[config.mk]
export PLATFORM = sky130hd
export DESIGN_NAME = seg7_scan_driver_flat
export DESIGN_NICKNAME = d
export VERILOG_FILES = /design/src/rtl/seg7_scan_driver_if.sv /design/src/rtl/seg7_scan_driver.sv /design/src/flat_wrapper.sv
export SDC_FILE = /design/constraint.sdc
export NUM_CORES = 1
export LEC_CHECK = 0
export BUFFER_PORTS_ARGS = -buffer_cell sky130_fd_sc_hd__buf_2
export CAP_MARGIN = 20
export CORE_AREA = 2 2 105 133
export CTS_CLUSTER_SIZE = 25
export DETAILED_ROUTE_END_ITERATION = 6
export DIE_AREA = 0 0 107 135
export HOLD_SLACK_MARGIN = 0.1
export PLACE_DENSITY = 0.73
export SYNTH_ARGS = -nofsm -noshare
export SYNTH_HDL_FRONTEND = slang
export SYNTH_SLANG_ARGS = --single-unit
[constraint.sdc]
create_clock -name clk -period 10.5 [get_ports clk]
set_input_delay 1.05 -clock clk [delete_from_list [all_inputs] [get_ports clk]]
set_output_delay 1.05 -clock clk [all_outputs]
set_load 0.05 [all_outputs]
[src/rtl/seg7_scan_driver_if.sv]
// Display-mux to scan-driver bundle: shadow-load strobe and payload in, board pin drives out.
// The master is the upstream display mux; the slave is the scan driver.
interface seg7_scan_driver_if;
  logic        load;
  logic [31:0] data_in;
  logic [7:0]  dp_in;
  logic        lz_en;
  logic [7:0]  an;
  logic [7:0]  seg;
  logic        frame_done;

  modport master (
    output load, data_in, dp_in, lz_en,
    input  an, seg, frame_done
  );

  modport slave (
    input  load, data_in, dp_in, lz_en,
    output an, seg, frame_done
  );
endinterface

[src/rtl/seg7_scan_driver.sv]
// 8-digit common-anode scan driver; registered outputs, new data shown from the next frame wrap.
// load is always accepted (no backpressure); the last load before a wrap wins.
module seg7_scan_driver #(
  parameter int DIV   = 50000,
  parameter int BLANK = 16
) (
  input  logic               clk,
  input  logic               rst_n,
  seg7_scan_driver_if.slave  bus
);

  localparam int CW = (DIV > 2) ? $clog2(DIV) : 1;
  localparam logic [CW-1:0] CNT_LAST = CW'(DIV - 1);

  logic [CW-1:0] cnt, cnt_nxt;
  logic [2:0]    idx, idx_nxt;
  logic [31:0]   act_data, act_data_nxt, shd_data;
  logic [7:0]    act_dp, act_dp_nxt, shd_dp;
  logic          act_lz, act_lz_nxt, shd_lz;
  logic          pending, pending_nxt;
  logic          slot_end, wrap;
  logic          blank_nxt, sup_nxt;
  logic [3:0]    nib;
  logic [7:0]    an_nxt, seg_nxt;

  function automatic logic [6:0] hex7(input logic [3:0] v);
    logic [6:0] s;
    case (v)
      4'h0: s = 7'b1000000;
      4'h1: s = 7'b1111001;
      4'h2: s = 7'b0100100;
      4'h3: s = 7'b0110000;
      4'h4: s = 7'b0011001;
      4'h5: s = 7'b0010010;
      4'h6: s = 7'b0000010;
      4'h7: s = 7'b1111000;
      4'h8: s = 7'b0000000;
      4'h9: s = 7'b0010000;
      4'hA: s = 7'b0001000;
      4'hB: s = 7'b0000011;
      4'hC: s = 7'b1000110;
      4'hD: s = 7'b0100001;
      4'hE: s = 7'b0000110;
      default: s = 7'b0001110;
    endcase
    return s;
  endfunction

  always_comb begin
    slot_end = (cnt == CNT_LAST);
    wrap     = slot_end && (idx == 3'd7);
    cnt_nxt  = slot_end ? '0 : cnt + 1'b1;
    idx_nxt  = slot_end ? idx + 3'd1 : idx;

    act_data_nxt = act_data;
    act_dp_nxt   = act_dp;
    act_lz_nxt   = act_lz;
    pending_nxt  = pending;
    // Active set only moves on the frame wrap; a load in that very cycle bypasses the shadow.
    if (wrap) begin
      pending_nxt = 1'b0;
      if (bus.load) begin
        act_data_nxt = bus.data_in;
        act_dp_nxt   = bus.dp_in;
        act_lz_nxt   = bus.lz_en;
      end else if (pending) begin
        act_data_nxt = shd_data;
        act_dp_nxt   = shd_dp;
        act_lz_nxt   = shd_lz;
      end
    end else if (bus.load) begin
      pending_nxt = 1'b1;
    end
  end

  generate
    if (BLANK == 0) begin : g_noblank
      assign blank_nxt = 1'b0;
    end else begin : g_blank
      assign blank_nxt = (cnt_nxt < CW'(BLANK));
    end
  endgenerate

  always_comb begin
    nib     = act_data_nxt[{idx_nxt, 2'b00} +: 4];
    // Digit k blanks when it and every higher nibble are zero; digit 0 always shows.
    sup_nxt = act_lz_nxt && (idx_nxt != 3'd0) &&
              ((act_data_nxt >> {idx_nxt, 2'b00}) == 32'd0);
    an_nxt  = ~(8'b1 << idx_nxt);
    seg_nxt = {~act_dp_nxt[idx_nxt], hex7(nib)};
    if (blank_nxt || sup_nxt) begin
      an_nxt  = 8'hFF;
      seg_nxt = 8'hFF;
    end
  end

  always_ff @(posedge clk or negedge rst_n) begin
    if (!rst_n) begin
      cnt            <= '0;
      idx            <= 3'd0;
      act_data       <= 32'd0;
      act_dp         <= 8'd0;
      act_lz         <= 1'b0;
      shd_data       <= 32'd0;
      shd_dp         <= 8'd0;
      shd_lz         <= 1'b0;
      pending        <= 1'b0;
      bus.an         <= 8'hFF;
      bus.seg        <= 8'hFF;
      bus.frame_done <= 1'b0;
    end else begin
      cnt      <= cnt_nxt;
      idx      <= idx_nxt;
      act_data <= act_data_nxt;
      act_dp   <= act_dp_nxt;
      act_lz   <= act_lz_nxt;
      pending  <= pending_nxt;
      if (bus.load) begin
        shd_data <= bus.data_in;
        shd_dp   <= bus.dp_in;
        shd_lz   <= bus.lz_en;
      end
      bus.an         <= an_nxt;
      bus.seg        <= seg_nxt;
      bus.frame_done <= wrap;
    end
  end

endmodule

[src/flat_wrapper.sv]
// flat-port wrapper written by rule: the top's interface ports become plain ports
module seg7_scan_driver_flat 
#(
  parameter int DIV   = 50000,
  parameter int BLANK = 16
)
  (clk, rst_n, bus_load, bus_data_in, bus_dp_in, bus_lz_en, bus_an, bus_seg, bus_frame_done);
  seg7_scan_driver_if bus_i ();
  input  logic clk;
  input  logic rst_n;
  input wire logic [$bits(bus_i.load)-1:0] bus_load;
  input wire logic [$bits(bus_i.data_in)-1:0] bus_data_in;
  input wire logic [$bits(bus_i.dp_in)-1:0] bus_dp_in;
  input wire logic [$bits(bus_i.lz_en)-1:0] bus_lz_en;
  output wire logic [$bits(bus_i.an)-1:0] bus_an;
  output wire logic [$bits(bus_i.seg)-1:0] bus_seg;
  output wire logic [$bits(bus_i.frame_done)-1:0] bus_frame_done;
  assign bus_i.load = bus_load;
  assign bus_i.data_in = bus_data_in;
  assign bus_i.dp_in = bus_dp_in;
  assign bus_i.lz_en = bus_lz_en;
  assign bus_an = bus_i.an;
  assign bus_seg = bus_i.seg;
  assign bus_frame_done = bus_i.frame_done;
  seg7_scan_driver #(.DIV(DIV), .BLANK(BLANK)) u_core (.clk(clk), .rst_n(rst_n), .bus(bus_i));
endmodule
# Word-level counts from Yosys, hierarchy flattened
# Memory sizes are Yosys's and may differ from the RTL's.
# Index checks and enable logic that the tools add are counted.
[word_totals] output_inout_bits=17 in_bits=44 elab_cells=48 reg_bits=119 rom_bits=112 n_memories=1
[classes] shift=3 bitwise_logic=2 n_addsub=2 n_reduce_logical=7 eq_ne=2 mux=17 n_lt_le_gt_ge=2
[mem_list] memory="(no name shown)" depth=16 word_bits=7 read_ports=1 rd_clocked_by_memory_dff=0 write_ports=0 line="seg7_scan_driver.sv:28" text="case (v)"
[ops] operator="2-to-1 mux 32 bit" n=3
[ops] operator="2-to-1 mux 8 bit" n=5
[ops] operator="logical NOT 32 bit" n=1
[ops] operator="indexed part select 32 x 6 -> 4 bit" n=1
[ops] operator="right shift 32 x 5 -> 32 bit" n=1
[ops] operator="adder 16 x 1 -> 16 bit, second input constant" n=1
[ops] operator="== test 16 bit, second input constant" n=1
[ops] operator="< comparator 16 x 5 -> 1 bit, second input constant" n=1
[ops] operator="2-to-1 mux 16 bit" n=1
[ops] operator="NOT 8 bit" n=1
[ops] operator="<< shifter 1 x 3 -> 8 bit, first input constant" n=1
[ops] operator="2-to-1 mux 1 bit" n=6
[ops] operator="< comparator 3 x 4 -> 1 bit, second input constant" n=1
[ops] operator="adder 3 x 1 -> 3 bit, second input constant" n=1
[ops] operator="binary-select mux 1 bit (select 3 bit)" n=1
[ops] operator="== test 3 bit, second input constant" n=1
[ops] operator="logical AND 1 bit" n=3
[ops] operator="2-to-1 mux 3 bit" n=1
[ops] operator="nonzero test 3 bit" n=1
[ops] operator="nonzero test 2 bit" n=1
[ops] operator="logical OR 1 bit" n=1
[ops] operator="NOT 1 bit" n=1

# Logic depth before layout (Yosys ltp)
# Gate-level depths: netlist (run 1).
[depth] ltp_word=8 ltp_mapped=18 ltp_nobuf=16

# Least setup slack after synthesis (run 1)
# OpenSTA, ideal clock, no wires.
[synth_path] path_type="input-to-reg" from="input port bus_load" to="register u_core.bus.seg[0]" arrival_time_ns=4.036 n_path_buf=4 setup_slack_ns=6.373 setup_time_ns=0.091 stages=15 required_ns=10.409 cell_sequence="clkbuf_1 > clkbuf_1 > clkbuf_1 > mux2_2 > mux2_2 > a211oi_1 > a21oi_1 > o21ai_0 > ha_1 > and4_1 > o211a_1 > o22ai_1 > a21o_1 > buf_6 > o31ai_1"
[synth_via] elab_chain_len=7 elab_cells_between_ends=12 classes_between="shift: 2; mux: 5; reduce/logical: 4; memory: 1"
[synth_rtl] element="start, declared" line="flat_wrapper.sv:11" text="input wire logic [$bits(bus_i.load)-1:0] bus_load;"
[synth_rtl] element="2-to-1 mux 32 bit (*)" line="seg7_scan_driver.sv:62" text="if (bus.load) begin"
[synth_rtl] element="2-to-1 mux 32 bit (*)" line="seg7_scan_driver.sv:60" text="if (wrap) begin"
[synth_rtl] element="net u_core.act_data_nxt[1]" line="seg7_scan_driver.sv:17" text="logic [31:0] act_data, act_data_nxt, shd_data;"
[synth_rtl] element="branches (longest 4 deep; another with memory (16 x 7 bit))"
[synth_rtl] element="2-to-1 mux 8 bit (*)" line="seg7_scan_driver.sv:91" text="if (blank_nxt || sup_nxt) begin"
[synth_rtl] element="net u_core.seg_nxt[0]" line="seg7_scan_driver.sv:24" text="logic [7:0] an_nxt, seg_nxt;"
[synth_rtl] element="end signal, assigned" line="seg7_scan_driver.sv:124" text="bus.seg <= seg_nxt;"
[synth_rtl] element="end, declared" line="seg7_scan_driver_if.sv:19" text="output an, seg, frame_done"
# Mark *: on every way through the listed nets, which the timed path passes.
# A chain may end at the register's enable or synchronous reset.

# Worst setup path in the final report (run 1)
[layout_path] from="input port bus_load" to="register u_core.bus.seg[5]"
# The elaborated chain is that of the path after synthesis.

==> results_dict.tcl, run 1 <==
set metrics [dict create \
    status "finished clean" \
    start_kind "input pin" \
    start_util_pct 46.4 \
    syn_inst 566 \
    antenna_found_initial 0 \
    die_h_um 135 \
    cts_tree "yes" \
    synthXorXnorAreaFrac_pct 2.16 \
    cts_resized 0 \
    synth_edf_count 0 \
    vias 4487 \
    row_count 47 \
    wl_met3_um 782 \
    p_seq_share_pct 43.7 \
    place.port_buffers 60 \
    period_needed_ps 5400 \
    tns_ps 0 \
    crit_path_max_fanout 77 \
    syn-cell-area_mm2 0.00608 \
    drcViolationCount 0 \
    skew_ps 4.11 \
    drive_gt1_share_pct 29.9 \
    pre_cts_slack_ps 4720 \
    antenna_left 0 \
    crit_type "in2reg" \
    cts-root-buf "clkbuf_16" \
    p_sw_share_pct 23.1 \
    setup_viol 0 \
    p_leak_nw 3.23 \
    period_share_pct 51.5 \
    synth.area.mux_share_pct 12.7 \
    ys_types 73 \
    synth_adder_area_share_pct 1.85 \
    grt_pass1_wl_mm 22.6 \
    firstDrtPassIters 7 \
    yosys_warnings 0 \
    slowest_stage "or3_1" \
    crit_arrival_ps 5700 \
    grt_usage_pct 20.1 \
    rsz0062_at_grt "false" \
    power_frac_comb_pct 6.7 \
    top_layer "met4" \
    crit_chain "buf_2 > buf_4 > nor2_1 > or3_1 > o2bb2ai_1 > mux2i_1 > o211ai_1 > o21ai_0 > ha_1 > and4_1 > o211a_1 > o22ai_1 > a21o_1 > o221ai_1" \
    synthFlopType "dfrtp_1" \
    fp.dieW_um 107 \
    grt_start_max_net_pins 78 \
    power.density_mw_per_mm2 159 \
    synth_top_family_by_area "simple AND/OR/NAND/NOR gates" \
    syn_to_final_growth_pct 15.9 \
    met2_length_mm 6.92 \
    cts_hold_buffers 0 \
    hp-class "reg2reg" \
    syn_avg_cell_area_um2 10.7 \
    hpwl_mm 9.33 \
    p_int_w 0.000861 \
    worstSkewPairLatency_ps 410 \
    layout_setup_ws_ps 5100 \
    antenna_cells 0 \
    max-vdd-ir-drop_v 0.000105 \
    h-tree-depth 4 \
    synth_compound_area_share_pct 13.7 \
    tightest_slew_ps 1040 \
    cts.clk_slew.worst_paths_ps 50 \
    async_flop_share_pct 100 \
    fillers 1114 \
    slew_headroom_pct 30.8 \
    wl_mm 13.7 \
    io-pin-count 61 \
    via_per_inst 5.59 \
    synth_nets 619 \
    drv_cap 0 \
    cts_buffers 17 \
    wl_per_cell_um 17.1 \
    p_sw_w 0.000258 \
    synthSimpleGateAreaFrac_pct 15.3 \
    slowest_delay_ps 910 \
    grt_pass1_vias 4509 \
    post_cts_buffers 0 \
    place_congestion 0.863 \
    fp.coreArea_mm2 0.0131 \
    hold_viol 0 \
    clock_power_share_pct 49.6 \
    cts.sinks 119 \
    worstPathRequired_ps 10790 \
    drt_iter0_drc 165 \
    drv_slew 0 \
    fin_nets 672 \
    cp-end-kind "flip-flop" \
    die-area_mm2 0.0144 \
    max-clock-path-buffers 2 \
    ys_seq_area_share_pct 49.3 \
    ys_seq_elements 119 \
    met1_length_mm 5.69 \
    globalRouteOverflowTotal 0 \
    max_freq_mhz 185 \
]
## final timing paths
check	startpoint	to	slack [ps]	cells past startpoint
hold / removal	u_core.shd_dp[0]	u_core.shd_dp[0]	470	2
min in group asynchronous	rst_n	u_core.shd_data[0]	660	1
setup / recovery	bus_load	u_core.bus.seg[5]	5100	14
hold reg to reg	u_core.shd_dp[0]	u_core.shd_dp[0]	470	2
max in group asynchronous	rst_n	u_core.shd_dp[0]	8510	2
setup reg to reg	u_core.cnt[10]	u_core.bus.an[3]	5380	15
## registers in the layout (all words and copies together), names as in the netlist, 3 cells and up
name	count
u_core.bus.an	8
u_core.shd_data	32
u_core.shd_dp	8
u_core.bus.seg	8
u_core.cnt	16
u_core.act_dp	8
u_core.idx	3
u_core.act_data	32
## through the flow
| step | hold slack [ps] | utilization (%) | cell area, um2 | total power, W | cells |
|---|---|---|---|---|---|
| 2_1_floorplan | 441 | - | 6080 | 0.000540 | 566 |
| 3_3_place_gp | 462 | 49.4 | 6480 | 0.000569 | 771 |
| 3_5_place_dp | 464 | 49.4 | 6480 | 0.000572 | 771 |
| 4_1_cts | 478 | 53.8 | 7050 | 0.00113 | 803 |
| 5_1_grt | 494 | 53.8 | 7050 | 0.00116 | 803 |
| 6_report | 474 | 53.8 | 7050 | 0.00112 | 803 |
## power groups by stage
stage	Sequential (W)	Clock, W	Combinational, W
3_3_place_gp	0.000495	0	0.0000735
6_report	0.000489	0.000555	0.0000749
4_1_cts	0.000489	0.000565	0.0000762
3_5_place_dp	0.000496	0	0.0000756
5_1_grt	0.000490	0.000587	0.0000840
2_1_floorplan	0.000502	0	0.0000382
## cells in the mapped netlist, types with 3 or more instances
cell type / number / area share, %
dfrtp_1: 103 / 42
nand2_1: 67 / 4.1
mux2_2: 40 / 7.4
o21ai_0: 33 / 2.7
mux2i_1: 32 / 5.3
nor2_1: 32 / 2.0
inv_1: 31 / 1.9
nor3_1: 18 / 1.5
dfstp_2: 16 / 6.9
clkbuf_1: 14 / 0.86
a21oi_1: 13 / 1.1
nand3_1: 13 / 1.1
a32oi_1: 12 / 1.7
xor2_1: 10 / 1.4
buf_2: 9 / 0.74
ha_1: 9 / 1.9
o211ai_2: 8 / 1.6
o211ai_1: 7 / 0.86
nand4_1: 6 / 0.62
xnor2_1: 5 / 0.72
a211oi_1: 4 / 0.49
a22oi_1: 4 / 0.49
and3_1: 4 / 0.41
buf_6: 4 / 0.74
nor2b_1: 4 / 0.41
and4_1: 3 / 0.43
inv_2: 3 / 0.19
o21ai_1: 3 / 0.25
## layer usage
metal | vias to the layer above | global-route usage [%]
met1 | 2187 | 25.3
met5 | - | 0
met4 | 0 | 8.15
li1 | 2125 | -
met2 | 151 | 33.5
met3 | 24 | 4.44
## cells in the final DEF, fill, tap and decap left out, types with 3 or more instances in the layout
cell type / count
clkinv_2: 5
nand4_1: 6
o211ai_1: 7
dfrtp_1: 103
clkbuf_16: 17
o21ai_1: 3
nor3_1: 18
inv_2: 3
a211oi_1: 4
clkinvlp_4: 5
mux2i_1: 31
buf_4: 7
o21ai_0: 33
o211ai_2: 8
inv_1: 31
xor2_1: 10
nor2_1: 32
dfstp_2: 16
xnor2_1: 4
buf_2: 59
nand3_1: 13
a32oi_1: 12
mux2_2: 40
nor2b_1: 4
and3_1: 4
a22oi_1: 4
nand2_1: 67
ha_1: 9
and4_1: 3
a21oi_1: 13
## cell type report
type                            count  area [um2]  share of cell area [%]
Timing Repair Buffer               66         348                    4.93
Multi-Input combinational cell    381        2790                    39.6
Tap cell                          171         214                    3.03
Clock inverter                     13         131                    1.86
Clock buffer                       19         443                    6.28
Sequential cell                   119        3000                    42.5
Inverter                           34         128                    1.81
## critical path: cells and delay by family
kind                       cells  cell delay (ps)
buffers and inverters          2              430
muxes                          1              140
adders and majority gates      1              370
AOI/OAI and AO/OA              7             1760
and+or+nand+nor                3             1890
## kinds of logic (layout without fill, tap and decap cells)
| group | after synthesis | in the layout |
|---|---|---|
| buf+inv | 66 | 132 |
| mux | 72 | 72 |
| fa+ha+maj | 9 | 9 |
| simple gates | 174 | 174 |
| compound gates | 111 | 111 |
| xor+xnor | 15 | 15 |
| flops | 119 | 119 |
(Power assumes the default switching activity.)
==> inputs of run 2 (changes only) <==
--- a/config.mk
+++ b/config.mk
@@ -12,7 +12,7 @@
 export DETAILED_ROUTE_END_ITERATION = 6
 export DIE_AREA = 0 0 107 135
 export HOLD_SLACK_MARGIN = 0.1
-export PLACE_DENSITY = 0.73
+export PLACE_DENSITY = 0.75
 export SYNTH_ARGS = -nofsm -noshare
 export SYNTH_HDL_FRONTEND = slang
 export SYNTH_SLANG_ARGS = --single-unit
==> constraint.sdc (replaced) <==
create_clock -name clk -period 4.44 [get_ports clk]
set_input_delay 0.444 -clock clk [delete_from_list [all_inputs] [get_ports clk]]
set_output_delay 0.444 -clock clk [all_outputs]
set_load 0.05 [all_outputs]
==> results_dict.tcl, run 2 (synthesized netlist as in run 1, its figures left out) <==
set metrics [dict create \
    power.density_mw_per_mm2 377 \
    antenna_found_initial 0 \
    skew_ps 7.90 \
    grt_pass1_wl_mm 24.0 \
    drive_gt1_share_pct 31.8 \
    die_h_um 135 \
    grt_usage_pct 21.5 \
    status "finished clean" \
    fin_nets 688 \
    syn_to_final_growth_pct 18.2 \
    numPlacedInstances 786 \
    period_needed_ps 4110 \
    cts.sinks 119 \
    start_util_pct 46.4 \
    die-area_mm2 0.0144 \
    crit_path_max_fanout 27 \
    holdWs_ps 249 \
    drcViolationCount 0 \
    worstSkewPairLatency_ps 430 \
    p_leak_nw 3.31 \
    setup_viol 0 \
    post_cts_buffers 0 \
    antenna_left 0 \
    io-pin-count 61 \
    hp-class "in2reg" \
    crit_arrival_ps 4430 \
    wl_per_cell_um 17.7 \
    grt_pass1_vias 4834 \
    firstDrtPassIters 5 \
    start_kind "flip-flop" \
    final_area_mm2 0.00719 \
    rsz0062_at_grt "false" \
    reg2reg_from "u_core.cnt[10]" \
    place_congestion 0.905 \
    globalRouteOverflowTotal 0 \
    slew_headroom_pct 56.2 \
    cts_tree "yes" \
    reg_top3 "u_core.act_data (32), u_core.shd_data (32), u_core.cnt (16)" \
    max-clock-path-buffers 2 \
    cp-end-kind "flip-flop" \
    via_per_inst 5.57 \
    tightest_slew_ps 657 \
    mostFrequentLayoutCell "dfrtp_1" \
    h-tree-depth 4 \
    placed_cell_area_mm2 0.00659 \
    grt_start_max_net_pins 52 \
    wl_mm 14.5 \
    antenna_cells 0 \
    layout_common_cells "103 x dfrtp_1, 67 x nand2_1, 59 x buf_2" \
    startpoint "u_core.cnt[10]" \
    hpwl_mm 10.2 \
    drv_cap 0 \
    cts_buffers 17 \
    stdcell_count 819 \
    period_share_pct 92.5 \
    hold_viol 0 \
    max_freq_mhz 244 \
    layout_setup_ws_ps 335 \
    drt_iter0_drc 246 \
    drv_slew 0 \
    fp.coreArea_mm2 0.0131 \
    pre_cts_slack_ps 216 \
    worstHoldStart "bus_data_in[15]" \
    vias 4560 \
    place.port_buffers 60 \
    cts-root-buf "clkbuf_16" \
    cts.clk_slew.worst_paths_ps 60 \
    row_count 47 \
    max-vdd-ir-drop_v 0.000220 \
    worstPathRequired_ps 4760 \
    fp.dieW_um 107 \
    crit_type "reg2reg" \
    tns_ps 0 \
]
run 2: metrics by stage:
stage | utilization (%) | power, W
floorplan | - | 0.00128
global placement | 50.2 | 0.00135
detailed placement | 50.2 | 0.00136
CTS | 54.8 | 0.00273
global route | 54.9 | 0.00280
finish | 54.9 | 0.00271
run 2: area by class of cell:
class,instances,area (um2)
Fill cell,1108,5920
Tap cell,171,214
Multi-Input combinational cell,381,2790
Inverter,34,128
Sequential cell,119,3000
Clock buffer,20,467
Clock inverter,12,126
Timing Repair Buffer,82,470
run 2: where the power goes:
part | leakage [nW] | total [W] | internal [W] | switching, W
Combinational | 1.64 | 0.000184 | 0.0000691 | 0.000115
Sequential | 1.40 | 0.00116 | 0.00114 | 0.0000202
Clock | 0.280 | 0.00137 | 0.000865 | 0.000506
run 2: layer usage:
| metal | up-vias | share of wire, % | GRT usage [%] |
|---|---|---|---|
| met1 | 2248 | 41 | 25.4 |
| met4 | 0 | 3.2 | 9.96 |
| met2 | 120 | 51 | 36.7 |
| met5 | - | 0 | 0 |
| met3 | 39 | 4.6 | 5.55 |
| li1 | 2153 | - | - |
run 2: path summary, 6_finish.rpt:
check,endpoint,slack [ps],cells past startpoint
setup reg to reg,u_core.bus.seg[2],330,13
hold reg to reg,u_core.shd_dp[0],480,2
max in group asynchronous,u_core.bus.frame_done,2900,3
hold / removal,u_core.shd_data[15],250,3
setup / recovery,u_core.bus.seg[2],330,13
min in group asynchronous,u_core.act_data[6],520,2
run 2: timing repair:
item                                    4_1_cts  5_1_grt
hold buffers                                  1        0
resized for setup                             0        1
endpoints found under the setup margin        0        1
endpoints found under the hold margin        31        0
run 2: worst max-delay path, cell delays in order (launching register included):
cell      delay (ps)
dfrtp_1          450
or4b_4           610
or4_4            700
o211ai_1         330
mux2_2           240
mux2i_1           80
or2_1            230
o221a_2          140
ha_1             220
and4_1           160
o211a_1          120
o22ai_1          200
a21o_2           310
o221ai_1         200
